File: src/rtl/fix_acc_drain.sv
// Readout sweep for the accumulator buffer: streams entries 0..DEPTH-1, each value
// taken from the dirty cache register, zero (never written) or the buffer RAM.
module fix_acc_drain #(
  parameter int DEPTH      = 32,
  parameter int DATA_WIDTH = 128,
  parameter int RD_LATENCY = 2,
  localparam int AW = (DEPTH > 1) ? $clog2(DEPTH) : 1
) (
  input  logic                  clk,
  input  logic                  rstn,
  input  logic                  start,
  input  logic                  abort,
  output logic                  busy,
  output logic                  done,
  input  logic [DEPTH-1:0]      w_map,
  input  logic                  cache_dirty,
  input  logic [AW-1:0]         cache_addr,
  input  logic [DATA_WIDTH-1:0] cache_data,
  output logic                  mem_rd_en,
  output logic [AW-1:0]         mem_addr,
  input  logic [DATA_WIDTH-1:0] mem_rd_data,
  output logic                  m_valid,
  input  logic                  m_ready,
  output logic [DATA_WIDTH-1:0] m_data,
  output logic [AW-1:0]         m_index,
  output logic                  m_last
);
  localparam int CW = $clog2(RD_LATENCY) + 1;
  localparam logic [AW-1:0] LAST_IDX = AW'(DEPTH - 1);
  localparam logic [CW-1:0] LAT_LOAD = CW'(RD_LATENCY - 1);

  typedef enum logic [2:0] {S_IDLE, S_ISSUE, S_RD, S_WAIT, S_OUT} state_t;

  state_t                r_state;
  logic [AW-1:0]         r_idx;
  logic [CW-1:0]         r_cnt;
  logic                  r_busy;
  logic                  r_done;
  logic                  r_mem_rd_en;
  logic [AW-1:0]         r_mem_addr;
  logic                  r_m_valid;
  logic [DATA_WIDTH-1:0] r_m_data;
  logic [AW-1:0]         r_m_index;
  logic                  r_m_last;

  logic w_cache_hit;
  logic w_written;

  assign w_cache_hit = cache_dirty && (cache_addr == r_idx);
  assign w_written   = w_map[r_idx];

  always_ff @(posedge clk) begin
    if (!rstn) begin
      r_state     <= S_IDLE;
      r_idx       <= '0;
      r_cnt       <= '0;
      r_busy      <= 1'b0;
      r_done      <= 1'b0;
      r_mem_rd_en <= 1'b0;
      r_mem_addr  <= '0;
      r_m_valid   <= 1'b0;
      r_m_data    <= '0;
      r_m_index   <= '0;
      r_m_last    <= 1'b0;
    end else begin
      r_done <= 1'b0;
      // Abort drops any read still in flight simply by leaving WAIT without capturing.
      if (abort) begin
        r_state     <= S_IDLE;
        r_busy      <= 1'b0;
        r_m_valid   <= 1'b0;
        r_mem_rd_en <= 1'b0;
      end else begin
        case (r_state)
          S_IDLE: begin
            if (start) begin
              r_idx   <= '0;
              r_busy  <= 1'b1;
              r_state <= S_ISSUE;
            end
          end
          S_ISSUE: begin
            r_m_index <= r_idx;
            r_m_last  <= (r_idx == LAST_IDX);
            if (w_cache_hit) begin
              r_m_data  <= cache_data;
              r_m_valid <= 1'b1;
              r_state   <= S_OUT;
            end else if (!w_written) begin
              r_m_data  <= '0;
              r_m_valid <= 1'b1;
              r_state   <= S_OUT;
            end else begin
              r_mem_rd_en <= 1'b1;
              r_mem_addr  <= r_idx;
              r_state     <= S_RD;
            end
          end
          S_RD: begin
            r_mem_rd_en <= 1'b0;
            r_cnt       <= LAT_LOAD;
            r_state     <= S_WAIT;
          end
          // A zero load (RD_LATENCY==1) captures in the first WAIT cycle, i.e. one edge after RD.
          S_WAIT: begin
            if (r_cnt == '0) begin
              r_m_data  <= mem_rd_data;
              r_m_valid <= 1'b1;
              r_state   <= S_OUT;
            end else begin
              r_cnt <= r_cnt - 1'b1;
            end
          end
          S_OUT: begin
            if (m_ready) begin
              r_m_valid <= 1'b0;
              if (r_m_last) begin
                r_busy  <= 1'b0;
                r_done  <= 1'b1;
                r_state <= S_IDLE;
              end else begin
                r_idx   <= r_idx + 1'b1;
                r_state <= S_ISSUE;
              end
            end
          end
          default: r_state <= S_IDLE;
        endcase
      end
    end
  end

  assign busy      = r_busy;
  assign done      = r_done;
  assign mem_rd_en = r_mem_rd_en;
  assign mem_addr  = r_mem_addr;
  assign m_valid   = r_m_valid;
  assign m_data    = r_m_data;
  assign m_index   = r_m_index;
  assign m_last    = r_m_last;

endmodule

File: config.mk
export PLATFORM = sky130hd
export DESIGN_NAME = fix_acc_drain
export DESIGN_NICKNAME = d
export VERILOG_FILES = /design/src/rtl/fix_acc_drain.sv
export SDC_FILE = /design/constraint.sdc
export NUM_CORES = 1
export LEC_CHECK = 0
export ABC_AREA = 1
export CAP_MARGIN = 20
export CORE_AREA = 5 5 171 173
export DETAILED_ROUTE_END_ITERATION = 12
export DIE_AREA = 0 0 176 178
export PLACE_DENSITY = 0.73
export SLEW_MARGIN = 20
export SYNTH_ARGS = -nofsm -noshare
export SYNTH_HDL_FRONTEND = slang
export SYNTH_SLANG_ARGS = --single-unit
File: constraint.sdc
create_clock -name clk -period 2.4 [get_ports clk]
set_clock_uncertainty 0.15 [all_clocks]
set_input_delay 0.24 -clock clk [delete_from_list [all_inputs] [get_ports clk]]
set_output_delay 0.24 -clock clk [all_outputs]
set_load 0.01 [all_outputs]
==> run summary <==
CP Launch Point - r_idx[0]
Worst-Skew Late Latency - 0.42 ns
Place WS - 0.0428 ns
Die width - 176 microns
Number of buffers created by CTS - 17
Global router's overall resource usage - 22.4%
Share of cells above drive strength 1 - 5.70%
Main combinational cell family by area after synthesis - simple AND/OR/NAND/NOR gates
Reg power frac - 38.5%
Critical path class - flip-flop to flip-flop
Area growth syn-to-layout - 54.6%
Top post-synthesis cells by area - dfxtp_1 (32%), nand2_1 (18%), nor2_1 (12%)
Synth top area share - 32.3%
First-pass GRT wire length - 56500 microns
Top cells by count, synth - nand2_1 (451), nor2_1 (294), inv_1 (239)
Final setup fails - 0
DIE AREA - 31300 sq um
Root Driver - clkbuf_16
Power per cell area - 478 nW/um^2
Mux contribution to synthesized area - 0%
Worst setup endpoint - m_data[123]
Switching Fraction - 30.3%
Largest net degree at the start of global routing - 130
Final ANT Viol Nets - 0
Crit path cell chain - buf_6 -> nand2_1 -> nand3_1 -> nand3_1 -> nand2_1 -> nand2_1 -> nand2_1 -> nand4_4 -> nand3_4 -> buf_4 -> nand2_1 -> inv_2 -> nor2_1
Final Instance Area - 14700 sq um
Reg2Reg Capture Point - m_data[123]
RSZ-0062 raised after global routing - true
Final-report max-slew violation count - 0
Worst Tran Pin Value - 0.612 ns
Simple-Gate Fraction of Synth Area - 40.4%
FMAX - 451 MHz
First DRT Iteration DRCs - 762
Post-synthesis register bit count - 153
Wirelength per Cell - 15.6 microns
Post-Syn Area - 9480 sq um
Adder-cell area share of the yosys netlist - 0.396%
H-tree depth - 4
DIE HEIGHT - 178 microns
Compound-Gate Fraction of Synth Area - 8.66%
Drt pass-1 iters - 5
Initial antenna violation count - 0
Yosys top cell by area - dfxtp_1
Metal-1 WL - 14300 microns
VDD IR max - 0.324 mV
Clock sink count - 153
Post-synth cell types - 28
Post-synth EDFFs - 0
Gate power share - 24.5%
Final Hold Viols - 0
Net Count, Synth - 1941
Max-cap viol count - 0
Maximum buffer depth of the clock tree - 2
Clock power share - 37.0%
Pleak - 6.62 nW
Clock transition at the registers of the reported paths - 0.07 ns
Number of global-route vias before repair - 10754
Placement Cell Area - 14100 sq um
Worst setup slack after layout - 0.184 ns
Worst reg2reg setup slack - 0.18 ns
Total wire length - 36900 microns
Hold Path Class - flip-flop to flip-flop
Critical path arrival - 2.38 ns
CP dominant cell by count - nand2_1
Reg2reg path depth - 13
Routed wl met3 - 3080 microns
Top layer in use - met4
Ys Warns - 0
Hold Crit Depth - 2
DRC Markers - 0
NetSw - 2.12 mW
P_int - 4.89 mW
Tmin final - 2.22 ns
Row count - 61
Final Util - 53.4%
Setup tns final - 0 ns
Critical path's slowest cell - dfxtp_1
CP Capture Type - flip-flop
Worst EP required - 2.57 ns
Async SR Flop Fraction - 0%
Post-synthesis sequential area ratio - 32.3%
Crit-path max FO - 25
Most frequent cell after synthesis - nand2_1
Synthesized area per cell - 5.79 sq um
Worst reg2reg path startpoint - r_idx[0]
Number of port buffers - 441
Vias/cell - 4.83
DP HPWL - 26800 microns
Final period util - 92.4%
Status - finished clean
Core Region - 27500 sq um
Gpl congestion - 0.860
PnR Total Power - 7.01 mW
Grt ovf - 0
TritonCTS clock tree - done
Fin nets - 2305
Xor/xnor share of the synthesized area - 0.185%
Ports - 442
Initial Util - 34.5%
Gate Count Post-Synth - 1639
Via count of the routed design - 11407
Top_reg_cell synth - dfxtp_1
Critical Path Start Type - flip-flop
Delay of the slowest critical-path stage - 0.41 ns
Worst slew margin - 59.2%
Met2 WL - 18200 microns
[worst max-delay path: cells and delay by family (launching register included)]
family | cells | cell delay [ns]
buffers and inverters | 3 | 0.54
DFF | 1 | 0.41
and+or+nand+nor | 10 | 0.99
[cell usage in the layout, fill, tap and decap left out, types with 4 or more instances in the layout]
cell type	n
o21ai_0	6
nor2_1	291
nand2_1	451
buf_12	13
nand4_1	133
inv_1	239
dfxtp_1	153
a211oi_1	6
nor3_1	6
nor2_4	4
a21oi_1	143
clkdlybuf4s50_1	440
inv_2	46
buf_4	10
clkbuf_16	17
nand3_1	24
inv_6	5
[layer usage]
| layer | up-vias | GRT usage, % |
|---|---|---|
| li1 | 5754 | - |
| met1 | 5126 | 26.2 |
| met2 | 466 | 39.7 |
| met3 | 61 | 5.83 |
| met4 | 0 | 7.93 |
| met5 | - | 0 |
[what timing repair did]
| item | 4_1_cts | 5_1_grt |
|---|---|---|
| resized for setup | 0 | 4 |
| endpoints found under the setup margin | 0 | 108 |
| buffers inserted | 0 | 0 |
| hold buffers | 1 | 0 |
| hold endpoints to repair | 7 | 0 |
[how the worst min path moves through the flow]
stage                        endpoint  slack (ns)        start
after detailed placement  mem_addr[3]        0.31  mem_addr[3]
after global routing             done        0.33      m_ready
after global placement       r_cnt[0]        0.30     r_cnt[0]
after floorplan              r_idx[0]        0.26         rstn
after CTS                        busy        0.30        start
final                     mem_addr[3]        0.32  mem_addr[3]
[kinds of logic after synthesis]
logic type / after synthesis
AO/OA/AOI/OAI: 159
XOR/XNOR: 2
adder cells (fa/ha/maj): 3
buffers and inverters: 408
flip-flops: 153
AND/OR/NAND/NOR: 914
[through the flow]
step	hold WS [ns]	cells
3_3_place_gp	0.299	2329
2_1_floorplan	0.257	1639
6_report	0.322	2363
5_1_grt	0.333	2362
3_5_place_dp	0.309	2329
4_1_cts	0.300	2362
[area by class of cell]
| class | count | area, sq um |
|---|---|---|
| clock inverter | 15 | 135 |
| antenna | 1 | 2.50 |
| inverter | 287 | 1080 |
| multi-input combinational | 1078 | 4750 |
| timing repair buffer | 466 | 4770 |
| clock buffer | 17 | 425 |
| sequential | 153 | 3060 |
| tap | 346 | 433 |
| fill | 2728 | 12800 |
[sequential cells by signal (all words and copies together), names as in the netlist]
register,cells
m_last,1
busy,1
r_cnt,2
mem_addr,5
m_index,5
mem_rd_en,1
m_valid,1
m_data,128
r_idx,5
r_state,3
done,1
[power by group through the flow]
stage,Clock (mW),Combinational (mW),Sequential (mW)
2_1_floorplan,0,0.761,2.79
3_3_place_gp,0,1.70,2.75
3_5_place_dp,0,1.71,2.76
4_1_cts,2.68,1.72,2.70
5_1_grt,2.78,1.88,2.71
6_report,2.59,1.72,2.70
Note: power is estimated with default switching activity, not from simulation.
